<file path="config.mk">
export PLATFORM = sky130hd
export DESIGN_NAME = usrt_tx_serializer
export DESIGN_NICKNAME = d
export VERILOG_FILES = /design/src/rtl/usrt_pkg.sv /design/src/rtl/usrt_parity_gen.sv /design/src/rtl/usrt_tx_serializer.sv
export SDC_FILE = /design/constraint.sdc
export NUM_CORES = 1
export LEC_CHECK = 0
export CAP_MARGIN = 30
export CORE_MARGIN = 2
export CORE_UTILIZATION = 45
export CTS_BUF_LIST = sky130_fd_sc_hd__clkbuf_8
export DETAILED_ROUTE_END_ITERATION = 16
export DONT_BUFFER_PORTS = 1
export GPL_TIMING_DRIVEN = 0
export PLACE_DENSITY = 0.7
export SLEW_MARGIN = 5
export SYNTH_ARGS = -nofsm -noshare
export SYNTH_HDL_FRONTEND = slang
export SYNTH_SLANG_ARGS = --single-unit
</file>
<file path="constraint.sdc">
create_clock -name i_Pclk -period 3.1 [get_ports i_Pclk]
set_clock_uncertainty 0.15 [all_clocks]
set_input_delay 0.62 -clock i_Pclk [delete_from_list [all_inputs] [get_ports i_Pclk]]
set_output_delay 0.62 -clock i_Pclk [all_outputs]
set_load 0.01 [all_outputs]
</file>
<file path="src/rtl/usrt_pkg.sv">
// Shared USRT definitions: parity mode codes and framer state encoding.
package usrt_pkg;

    localparam logic [1:0] PAR_NONE = 2'b00;
    localparam logic [1:0] PAR_ODD  = 2'b01;
    localparam logic [1:0] PAR_EVEN = 2'b10;

    typedef enum logic [2:0] {
        S_IDLE   = 3'd0,
        S_START  = 3'd1,
        S_DATA   = 3'd2,
        S_PARITY = 3'd3,
        S_STOP   = 3'd4
    } state_t;

endpackage

</file>
<file path="src/rtl/usrt_parity_gen.sv">
// Combinational parity bit for a data word; modes other than odd/even yield 0.
module usrt_parity_gen
    import usrt_pkg::*;
#(
    parameter int unsigned DATA_W = 8
) (
    input  logic [DATA_W-1:0] data,
    input  logic [1:0]        mode,
    output logic              parity_c
);

    always_comb begin
        parity_c = 1'b0;
        case (mode)
            PAR_ODD:  parity_c = ~^data;
            PAR_EVEN: parity_c = ^data;
            default:  parity_c = 1'b0;
        endcase
    end

endmodule

</file>
<file path="src/rtl/usrt_tx_serializer.sv">
// USRT transmit framer: start bit, LSB-first data, optional parity, 1 or 2 stop bits,
// one serial bit per i_Bit_en strobe.
module usrt_tx_serializer
    import usrt_pkg::*;
#(
    parameter int unsigned DATA_W = 8,
    parameter int unsigned CNT_W  = $clog2(DATA_W + 1)
) (
    input  logic              i_Pclk,
    input  logic              i_Rst_n,
    input  logic              i_Bit_en,
    input  logic              i_Valid,
    output logic              o_Ready,
    input  logic [DATA_W-1:0] i_Data,
    input  logic [1:0]        i_Parity,
    input  logic              i_Stop2,
    output logic              o_Tx,
    output logic              o_Busy,
    output logic              o_Done
);

    state_t              state_q, state_d;
    logic [DATA_W-1:0]   shreg_q, shreg_d;
    logic [CNT_W-1:0]    idx_q, idx_d;
    logic                par_en_q, par_en_d;
    logic                par_bit_q, par_bit_d;
    logic                stop2_q, stop2_d;
    logic                stop_cnt_q, stop_cnt_d;
    logic                tx_q, tx_d;
    logic                done_q, done_d;
    logic                par_c;

    // Parity is taken from the incoming word so it is frozen at accept time.
    usrt_parity_gen #(.DATA_W(DATA_W)) u_parity (
        .data     (i_Data),
        .mode     (i_Parity),
        .parity_c (par_c)
    );

    always_comb begin
        state_d    = state_q;
        shreg_d    = shreg_q;
        idx_d      = idx_q;
        par_en_d   = par_en_q;
        par_bit_d  = par_bit_q;
        stop2_d    = stop2_q;
        stop_cnt_d = stop_cnt_q;
        tx_d       = tx_q;
        done_d     = 1'b0;

        case (state_q)
            S_IDLE: begin
                tx_d = 1'b1;
                if (i_Valid) begin
                    shreg_d   = i_Data;
                    par_en_d  = (i_Parity == PAR_ODD) || (i_Parity == PAR_EVEN);
                    par_bit_d = par_c;
                    stop2_d   = i_Stop2;
                    state_d   = S_START;
                    tx_d      = 1'b0;
                end
            end
            S_START: begin
                if (i_Bit_en) begin
                    state_d = S_DATA;
                    idx_d   = '0;
                    tx_d    = shreg_q[0];
                end
            end
            S_DATA: begin
                if (i_Bit_en) begin
                    if (idx_q == CNT_W'(DATA_W - 1)) begin
                        if (par_en_q) begin
                            state_d = S_PARITY;
                            tx_d    = par_bit_q;
                        end else begin
                            state_d    = S_STOP;
                            stop_cnt_d = 1'b0;
                            tx_d       = 1'b1;
                        end
                    end else begin
                        idx_d   = idx_q + CNT_W'(1);
                        shreg_d = shreg_q >> 1;
                        tx_d    = shreg_q[1];
                    end
                end
            end
            S_PARITY: begin
                if (i_Bit_en) begin
                    state_d    = S_STOP;
                    stop_cnt_d = 1'b0;
                    tx_d       = 1'b1;
                end
            end
            S_STOP: begin
                tx_d = 1'b1;
                if (i_Bit_en) begin
                    if (stop2_q && !stop_cnt_q) begin
                        stop_cnt_d = 1'b1;
                    end else begin
                        state_d = S_IDLE;
                        done_d  = 1'b1;
                    end
                end
            end
            default: begin
                state_d = S_IDLE;
                tx_d    = 1'b1;
            end
        endcase
    end

    always_ff @(posedge i_Pclk or negedge i_Rst_n) begin
        if (!i_Rst_n) begin
            state_q    <= S_IDLE;
            shreg_q    <= '0;
            idx_q      <= '0;
            par_en_q   <= 1'b0;
            par_bit_q  <= 1'b0;
            stop2_q    <= 1'b0;
            stop_cnt_q <= 1'b0;
            tx_q       <= 1'b1;
            done_q     <= 1'b0;
        end else begin
            state_q    <= state_d;
            shreg_q    <= shreg_d;
            idx_q      <= idx_d;
            par_en_q   <= par_en_d;
            par_bit_q  <= par_bit_d;
            stop2_q    <= stop2_d;
            stop_cnt_q <= stop_cnt_d;
            tx_q       <= tx_d;
            done_q     <= done_d;
        end
    end

    assign o_Ready = (state_q == S_IDLE);
    assign o_Busy  = (state_q != S_IDLE);
    assign o_Tx    = tx_q;
    assign o_Done  = done_q;

endmodule

</file>
==> flow_summary.yaml, run 1 <==
status:
  status: "completed"
setup_path:
  end_kind: "output pin"
  crit_path_max_fanout: 10
  rr_worst_depth: 9
  worstReg2RegEnd: "shreg_q[6]"
  r2r_setup_slack_ns: 1.12
  r2r-start: "state_q[2]"
  arrival_ns: 1.27
  worstPathRequired_ns: 2.33
  path_class: "reg2out"
  startpoint_type: "flop"
global_routing:
  grt_pass1_vias: 944
  grtUsageTotal_pct: 16.31
  grt_pass1_wl_um: 4181
  grt_overflow: 0
  antenna_found_initial: 0
  grt_start_max_net_pins: 21
cells_and_area:
  final_core_util_pct: 50.74
  final_common_cell: "dfrtp_1"
  area_growth_pct: 8.597
  regArea_um2: 526.8
  n_antenna_cell: 0
  fillers: 252
  multi_input_area_um2: 640.6
  drive_gt1_share_pct: 15.22
  nets: 157
  mostFrequentLayoutCells: "dfrtp_1 (20), nor2_1 (15), a21oi_1 (12)"
floorplanning:
  fp.dieArea_mm2: 0.003254
  rows: 19
  initial_utilization_pct: 46.72
  core_area_mm2: 0.002710
  die-height_um: 57.05
  fp.dieW_um: 57.05
  top_level_ports: 19
hold_path:
  hold_path.class: "in2async"
clock_network:
  clk_pin_slew_ns: 0.08
  cts_buffers: 3
  cts.path.max_buffers: 2
  htreeDepth: 1
  clock_latency_ns: 0.26
  cts_tree: "built"
  cts-root-buf: "clkbuf_8"
  clock-sinks: 21
pwr:
  power_density_mw_per_mm2: 975.8
  power.total_mw: 1.342
  p_leak_nw: 0.6089
  ir_drop_uv: 572.5
timing:
  tns_ns: 0
  slew_viol_final: 0
  post-route-period-util_pct: 65.84
  hold_slack_ns: 0.04238
  hold_violations: 0
  max_freq_ghz: 0.4900
  finalWorstSetupSlack_ns: 1.059
  worstMarginPinSlew_ns: 0.4542
  rsz0062_at_grt: "false"
  relSlewSlack_pct: 69.72
  period_needed_ns: 2.041
  setup_violations: 0
detailed_routing:
  drc_errors: 0
  viasPerCell: 5.550
  drt-total-wl_um: 2414
  antenna_left: 0
  routedWlPerCell_um: 14.28
  dr_total_vias: 938
  first_iter_violations: 17
  first_pass_iters: 5
synthesis:
  syn_area_mm2: 0.001266
  synth_cells: 132
  ys_warn_count: 0
  ys_seq_area_share_pct: 41.60
  ys_types: 41
  synth.area.top_cells: "dfrtp_1 (40%), mux2i_1 (5.5%), a21oi_1 (4.7%)"
  syn_nets: 150
  synthesis.area_per_instance_um2: 9.593
  synth.top_cell.area_share_pct: 39.53
  yosysTopAreaCell: "dfrtp_1"
  ys_ff_latch: 21
place:
  pre_cts_ws_ns: 1.120
  gp_congestion: 0.8426
  port_buffers: 0
  hpwl_um: 1767
job:
  cap_violations: 0
==> metal layers <==
metal / vias to the layer above / GRT usage [%] / routed length, µm
li1: 466 / - / -
met1: 457 / 21.19 / 1136
met2: 13 / 26.44 / 1164
met3: 2 / 2.948 / 93
met4: 0 / 7.641 / 18
met5: - / 0 / 0
==> worst max path at each step <==
stage / start / slack [ns] / depth (start not counted) / endpoint
after global routing: state_q[2] / 1.02 / 3 / o_Ready
after global placement: state_q[2] / 1.14 / 9 / shreg_q[5]
final: state_q[2] / 1.06 / 3 / o_Ready
after floorplan: state_q[2] / 1.26 / 9 / shreg_q[5]
after CTS: state_q[2] / 1.05 / 3 / o_Ready
after detailed placement: state_q[2] / 1.12 / 9 / shreg_q[6]
==> per-stage QoR <==
| stage | cell area [µm²] | instances |
|---|---|---|
| after floorplan | 1266 | 132 |
| after global placement | 1305 | 163 |
| after detailed placement | 1305 | 163 |
| after CTS | 1360 | 168 |
| after global routing | 1375 | 169 |
| final | 1375 | 169 |
==> area by class of cell <==
class	count	share of cell area [%]
multi-input cells	96	46.59
flip-flops and latches	21	38.31
plain buffers	8	5.278
clock buffers	3	3.003
well taps	31	2.821
inverters	7	1.911
repair buffers	2	1.820
clock inverters	1	0.2730
==> critical path, stage by stage (launching register included) <==
cell     delay, ns
dfrtp_1       0.37
buf_6         0.13
or3_4         0.41
inv_2         0.10
==> cells in the mapped netlist, drive strengths merged <==
cell,count
nor2b,5
o31ai,4
clkbuf,1
nand3b,2
nand3,2
dfstp,1
a211oi,1
buf,7
o21ba,1
o21ai,10
a22oi,1
or3,3
nand2b,3
a31oi,1
inv,7
or3b,1
or2,1
nor3,1
o22a,1
and3b,1
mux2,1
nor2,16
ha,3
nand2,6
a21oi,14
a2111oi,1
and2,1
a31o,1
mux2i,7
a21o,1
xor2,1
dfrtp,20
xnor2,6
==> report_power, final <==
group	switching, mW	internal (mW)
registers	0.0782	0.398
clock network	0.0885	0.0882
logic	0.368	0.321
total	0.535	0.807
==> registers in the layout (all words and copies together), names as in the netlist <==
| name | flops |
|---|---|
| stop_cnt_q | 1 |
| state_q | 3 |
| shreg_q | 8 |
| stop2_q | 1 |
| par_en_q | 1 |
| o_Done | 1 |
| par_bit_q | 1 |
| o_Tx | 1 |
| idx_q | 4 |
==> repair_timing <==
action,4_1_cts,5_1_grt
setup buffers,0,0
hold buffers,1,0
hold endpoints to repair,20,0
resized for setup,0,0
==> cell families after synthesis <==
| kind of cell | share of synthesized area, % |
|---|---|
| xor+xnor | 4.842 |
| simple gates | 17.69 |
| flops | 41.60 |
| fa+ha+maj | 2.965 |
| compound gates | 18.68 |
| buf+inv | 7.805 |
| mux | 6.423 |
Power figures use the tool's default switching activity.
==> run 2, diff against run 1 <==
==> constraint.sdc (replaced) <==
create_clock -name i_Pclk -period 2 [get_ports i_Pclk]
set_clock_uncertainty 0.15 [all_clocks]
set_input_delay 0.4 -clock i_Pclk [delete_from_list [all_inputs] [get_ports i_Pclk]]
set_output_delay 0.4 -clock i_Pclk [all_outputs]
set_load 0.01 [all_outputs]
==> run 2 against run 1 <==
  * Global-route usage barely moved
  * Die area did not move
  * Clock power rose by 55%
  * First-iteration DRC count rose by 59%
  * Sequential share of layout area fell by 1.5 points
  * Critical path type is now reg2reg
  * Highest routed layer unchanged
==> flow_summary.yaml, run 2 (same netlist as run 1, synthesis figures left out) <==
clock_network:
  cts-root-buf: "clkbuf_8"
  htreeDepth: 1
  clk_pin_slew_ns: 0.08
  cts_buffers: 3
  cts_tree: "built"
  clock-sinks: 21
  clock_latency_ns: 0.26
  cts.path.max_buffers: 2
timing:
  tns_ns: 0
  slew_viol_final: 0
  post-route-period-util_pct: 96.06
  relSlewSlack_pct: 67.05
  max_freq_ghz: 0.5205
  hold_violations: 0
  setup_violations: 0
  period_needed_ns: 1.921
  worstMarginPinSlew_ns: 0.4927
  rsz0062_at_grt: "false"
global_routing:
  grtUsageTotal_pct: 16.26
  use_met3_pct: 2.948
  antenna_found_initial: 0
  grt_pass1_vias: 944
  top_usage_layer: "met2"
  grt_pass1_wl_um: 4174
  grt_overflow: 0
  grtUsageMet1_pct: 21.34
  grtUsageMet2_pct: 26.11
  grt_start_max_net_pins: 22
setup_path:
  crit_slowest_cell: "or3_4"
  rr_worst_depth: 9
  path_common_cell: "buf_6"
  end_kind: "flop"
  cp-endpoint: "shreg_q[5]"
  path_class: "reg2reg"
  r2r_setup_slack_ns: 0.08
  arrival_ns: 1.97
  r2r-start: "state_q[1]"
  critical-path-max-stage-delay_ns: 0.42
  startpoint_type: "flop"
  crit_path_max_fanout: 10
  crit_path_cell_trace: "buf_6, or3_4, inv_4, and2_4, buf_6, o22a_4, buf_8, nor2_1, a21oi_2"
  worstReg2RegEnd: "shreg_q[5]"
  crit_start: "state_q[1]"
  worstPathRequired_ns: 2.04
cells_and_area:
  fillers: 251
  multi_input_area_um2: 649.4
  nets: 160
  largest_reg_flops: 8
  final_cells: 172
  drive_gt1_share_pct: 19.15
  final_common_cell: "dfrtp_1"
  n_antenna_cell: 0
  mostFrequentLayoutCells: "dfrtp_1 (20), nor2_1 (14), a21oi_1 (12)"
  top_register: "shreg_q"
  regArea_um2: 526.8
  area_growth_pct: 12.94
  reg.largest.list: "shreg_q: 8 flops, idx_q: 4 flops, state_q: 3 flops"
detailed_routing:
  drc_errors: 0
  drt-total-wl_um: 2489
  viasPerCell: 5.576
  first_iter_violations: 27
  first_pass_iters: 4
  antenna_left: 0
  dr_total_vias: 959
  routedWlPerCell_um: 14.47
floorplanning:
  top_level_ports: 19
  core_area_mm2: 0.002710
  rows: 19
  die-height_um: 57.05
  fp.dieW_um: 57.05
  initial_utilization_pct: 46.72
  fp.dieArea_mm2: 0.003254
place:
  gp_congestion: 0.8426
  dpl.cell_count: 163
  port_buffers: 0
  hpwl_um: 1767
hold_path:
  hold_path.class: "in2reg"
  worstHoldPathCells: 2
status:
  status: "completed"
pwr:
  p_leak_nw: 0.6346
  ir_drop_uv: 918.7
  power_density_mw_per_mm2: 1555
job:
  cap_violations: 0
-- run 2: cell type report --
cell class / count / share of cell area, %
Sequential cell: 21 / 36.83
Multi-Input combinational cell: 96 / 45.41
Clock buffer: 3 / 2.887
Clock inverter: 1 / 0.2625
Inverter: 7 / 2.012
Tap cell: 31 / 2.712
Buffer: 8 / 5.599
Timing Repair Buffer: 5 / 4.287
-- run 2: critical path: cells and delay by family (launching register included) --
| kind | cells | cell delay (ns) |
|---|---|---|
| simple gates | 3 | 0.60 |
| buf+inv | 4 | 0.45 |
| flops | 1 | 0.37 |
| compound gates | 2 | 0.28 |
-- run 2: through the flow --
stage               setup slack (ns)  power [mW]  hold WS, ns  instance area [µm²]  util, %
floorplan                     0.1581       1.611     -0.04559                 1266        -
global placement             0.03904       1.756     -0.04509                 1305    48.15
detailed placement           0.02019       1.804     -0.04518                 1305    48.15
CTS                         0.008171       2.091       0.1055                 1360    50.18
global route                0.005904       2.411       0.1231                 1430    52.77
finish                       0.07884       2.224       0.1139                 1430    52.77
-- run 2: worst min-delay path by stage --
stage	from	endpoint	slack, ns
after global routing	i_Data[7]	shreg_q[7]	0.12
after floorplan	i_Rst_n	idx_q[0]	-0.05
final	i_Stop2	stop2_q	0.11
after CTS	i_Stop2	stop2_q	0.11
after global placement	i_Rst_n	state_q[0]	-0.05
after detailed placement	i_Rst_n	state_q[0]	-0.05
-- run 2: power by group --
| part | leakage, nW | internal, mW | total [mW] | switching (mW) |
|---|---|---|---|---|
| sequential | 0.252 | 0.617 | 0.741 | 0.124 |
| combinational | 0.356 | 0.601 | 1.21 | 0.608 |
| clock | 0.0269 | 0.137 | 0.274 | 0.137 |
| total | 0.635 | 1.35 | 2.22 | 0.870 |
-- run 2: metal layers --
layer	routed length (µm)	part of all wire [%]	vias up
li1	-	-	470
met4	17	0.68	0
met1	1125	45	473
met2	1236	50	14
met5	0	0	-
met3	109	4.4	2
-- run 2: timing repair --
item / 4_1_cts / 5_1_grt
endpoints found under the hold margin: 21 / 0
gates resized for setup: 0 / 6
setup endpoints to repair: 0 / 9
setup buffers: 0 / 2
hold buffers: 1 / 0
==> patch 1 (flow settings as in run 1) <==
Take the reset off `shreg_q` and load it in a clocked block of its own.
--- a/src/rtl/usrt_tx_serializer.sv
+++ b/src/rtl/usrt_tx_serializer.sv
@@ -113,7 +113,6 @@
     always_ff @(posedge i_Pclk or negedge i_Rst_n) begin
         if (!i_Rst_n) begin
             state_q    <= S_IDLE;
-            shreg_q    <= '0;
             idx_q      <= '0;
             par_en_q   <= 1'b0;
             par_bit_q  <= 1'b0;
@@ -123,7 +122,6 @@
             done_q     <= 1'b0;
         end else begin
             state_q    <= state_d;
-            shreg_q    <= shreg_d;
             idx_q      <= idx_d;
             par_en_q   <= par_en_d;
             par_bit_q  <= par_bit_d;
@@ -134,6 +132,10 @@
         end
     end
 
+    always_ff @(posedge i_Pclk) begin
+        shreg_q <= shreg_d;
+    end
+
     assign o_Ready = (state_q == S_IDLE);
     assign o_Busy  = (state_q != S_IDLE);
     assign o_Tx    = tx_q;
Function: same outputs for any inputs over 10 cycles, from zero or initial values and one cycle with i_Rst_n low; that may be too few to reach the edited logic, so the function may still have changed.
==> patch 1 against run 1 <==
  * Via count decreased by 3.5%
  * Fmax decreased by 15%
  * Setup slack got worse by 0.37 ns
  * Final area decreased by 6.8%
  * Power decreased by 9.2%
  * Routed wire length decreased by 7.8%
  * Area after synthesis decreased by 6.4%
  * Sequential cell count unchanged
  * Register-to-register slack got worse by 0.43 ns
  * Synthesized cell count unchanged
  * Critical path type is now reg2reg
  * Critical endpoint is now shreg_q[5]
  * Largest cell class is now sequential cells
==> patch 1: results <==
set metrics [dict create \
    yosysUniqueCellTypes 36 \
    dp_slack_ns 0.6407 \
    layout.nets 156 \
    postCtsSetupBuffers 0 \
    synth_nets 150 \
    synth_edf_count 8 \
    synth-async-reset-ratio_pct 61.90 \
    grt_max_degree 14 \
    synth_common_cells "32 x nand2_1, 12 x dfrtp_1, 9 x a21oi_1" \
    drive_gt1_share_pct 10.95 \
    crit_arrival_ns 2.15 \
    dp_hpwl_mm 1.624 \
    yosys-top-cells-area "dfrtp_1 25%, edfxtp_1 20%, nand2_1 10%" \
    avgSynthCellArea_um2 8.976 \
    status "complete, no violations" \
    vias 905 \
    grt_use_total_pct 14.58 \
    slew_headroom_pct 46.20 \
    drtPass1Iterations 4 \
    cts.clk_slew.worst_paths_ns 0.08 \
    fin_cells 167 \
    drt-initial-drc-count 31 \
    cts_buffers 3 \
    grt_pass1_vias 864 \
    wirelength_mm 2.225 \
    critPathMaxFanout 10 \
    vdd_drop_max_mv 0.5285 \
    ys_seq_area_share_pct 47.84 \
    place.gp.congestion 0.7815 \
    p_leak_uw 0.0005502 \
    clockBufferDepth 2 \
    clkLatencyLatePin_ns 0.26 \
    reg_top3 "shreg_q: 8 flops, idx_q: 4 flops, state_q: 3 flops" \
    num_antenna_cells 0 \
    grt_pass1_wl_mm 3.581 \
]
-- patch 1: cell count changes after synthesis, moves of 3 or more --
cell,run 1,this run
a21oi_1,12,9
buf_2,1,4
buf_6,5,0
dfrtp_1,20,12
edfxtp_1,0,8
mux2i_1,7,1
nand2_1,6,32
nor2_1,15,6
nor2b_1,5,2
nor3_1,1,4
o21ai_0,2,7
o21ai_1,8,0
-- patch 1: cell type report --
class | instances | area (µm²)
clock buffers | 3 | 41.29
plain buffers | 6 | 31.28
repair buffers | 1 | 10.01
multi-input cells | 98 | 560.5
well taps | 30 | 37.54
inverters | 7 | 26.28
clock inverters | 1 | 7.507
flip-flops and latches | 21 | 566.8
fillers | 235 | 1196
-- patch 1: through the flow --
step | util (%) | power, µW | cell area (µm²) | hold WS (ns)
after floorplan | - | 929.3 | 1185 | 0.1744
after global placement | 49.34 | 1022 | 1222 | 0.1748
after detailed placement | 49.34 | 1037 | 1222 | 0.1748
after CTS | 51.72 | 1225 | 1281 | 0.04443
after global routing | 51.72 | 1309 | 1281 | 0.03655
final | 51.72 | 1219 | 1281 | 0.04732
-- patch 1: repair_timing --
item,4_1_cts,5_1_grt
hold endpoints to repair,12,0
endpoints found under the setup margin,0,0
hold buffers,1,0
gates resized for setup,0,0
-- patch 1: worst max-delay path, cell delays in order, from the launching register on --
cell and delay, ns:
dfrtp_1 0.41, buf_2 0.18, nor3_1 0.56, nand2_1 0.11, a22oi_1 0.64
-- patch 1: cells by family (layout without fill, tap and decap cells) --
logic type                 Yosys count  after routing  synth area share (%)
AOI/OAI and AO/OA                   26             26                 13.41
xor gates and xnor gates             7              7                 5.174
and+or+nand+nor                     60             60                 23.76
muxes                                2              2                 1.795
adders and majority gates            3              3                 3.168
DFF                                 21             21                 47.84
buffers and inverters               13             18                 4.857
-- patch 1: worst paths after layout --
path                                 start         end  slack [ns]  cells past startpoint
min in group i_Pclk               idx_q[3]    idx_q[3]        0.33                      1
max in group asynchronous          i_Rst_n  state_q[0]        1.79                      1
worst min-delay path               i_Rst_n        o_Tx        0.05                      0
worst min register to register    idx_q[3]    idx_q[3]        0.33                      1
worst max register to register  state_q[0]  shreg_q[5]        0.69                      4
worst max-delay path            state_q[0]  shreg_q[5]        0.69                      4
-- patch 1: power by group --
group	internal [µW]	switching, µW
logic	206	321
clock network	90.6	90.5
registers	445	65.9
-- patch 1: layer usage --
metal	GRT usage, %	up-vias	part of all wire (%)	wire length (µm)
li1	-	458	-	-
met1	18.66	414	47	1053
met2	25.17	29	46	1021
met3	1.874	4	5.8	128
met4	5.226	0	0.94	21
met5	0	-	0	0
==> patch 2 (flow settings as in run 1) <==
Without the edit above. `DATA_W` is set to 8 in 2 places; all go to 16.
--- a/src/rtl/usrt_parity_gen.sv
+++ b/src/rtl/usrt_parity_gen.sv
@@ -2,7 +2,7 @@
 module usrt_parity_gen
     import usrt_pkg::*;
 #(
-    parameter int unsigned DATA_W = 8
+    parameter int unsigned DATA_W = 16
 ) (
     input  logic [DATA_W-1:0] data,
     input  logic [1:0]        mode,
--- a/src/rtl/usrt_tx_serializer.sv
+++ b/src/rtl/usrt_tx_serializer.sv
@@ -3,7 +3,7 @@
 module usrt_tx_serializer
     import usrt_pkg::*;
 #(
-    parameter int unsigned DATA_W = 8,
+    parameter int unsigned DATA_W = 16,
     parameter int unsigned CNT_W  = $clog2(DATA_W + 1)
 ) (
     input  logic              i_Pclk,
Ports: changed (resized i_Data); port bits go from 19 to 27. The function was not compared with the original's and may differ.
==> patch 2 against run 1 <==
  * Fmax shrank 10%
  * Routed wire length rose by 44%
  * Area after synthesis increased by 34%
  * Sequential cell count is 9 higher
  * Power rose by 28%
  * Largest cell class unchanged
  * Sequential share of layout area rose by 2.0 points
  * Final area increased by 36%
  * Clock power increased by 63%
  * Setup slack worse by 0.23 ns
==> patch 2: results <==
set metrics [dict create \
    p_per_area_mw_per_mm2 918.1 \
    synth_xor_area_share_pct 7.755 \
    yosysUniqueCellTypes 40 \
    ys_seq_area_share_pct 44.39 \
    slew_headroom_pct 61.94 \
    clkLatencyLatePin_ns 0.28 \
    wl_per_cell_um 14.70 \
    grt_pass1_wl_mm 6.106 \
    seq_cell_count 30 \
    grt_pass1_vias 1354 \
    fill_cells 352 \
    place.gp.congestion 0.7946 \
    p_switching_uw 684.3 \
    crit_arrival_ns 1.50 \
    multi_input_comb_cells 132 \
    postCtsHoldBufs 2 \
    synth.area.mux_share_pct 10.71 \
    clk_share_pct 4.295 \
    stdcell_area_mm2 0.001864 \
    yosys-top-cells-area "dfrtp_1 43%, mux2i_1 10%, xnor2_1 7.2%" \
    dp_slack_ns 0.8808 \
    vdd_drop_max_mv 0.3321 \
    status "complete, no violations" \
    avgSynthCellArea_um2 9.464 \
    synth_compound_area_share_pct 13.07 \
]
[patch 2: path summary, 6_finish.rpt]
path | start | to | slack (ns) | cells past startpoint
min reg2reg | stop_cnt_q | stop_cnt_q | 0.32 | 1
min in group i_Pclk | stop_cnt_q | stop_cnt_q | 0.32 | 1
max in group asynchronous | i_Rst_n | par_en_q | 1.99 | 2
max reg2reg | idx_q[0] | stop_cnt_q | 0.86 | 9
max | state_q[2] | o_Busy | 0.83 | 3
min | i_Rst_n | o_Tx | 0.02 | 0
[patch 2: routing by layer]
metal / vias up / wire length, µm / GRT usage, %
li1: 631 / - / -
met1: 602 / 1528 / 23.16
met2: 28 / 1711 / 30.99
met3: 6 / 177 / 5.651
met4: 0 / 67 / 9.635
met5: - / 0 / 0
[patch 2: worst max-delay path, cell delays in order (launching register included)]
cell     delay, ns
dfrtp_1       0.40
buf_2         0.19
nor3_1        0.46
inv_1         0.17
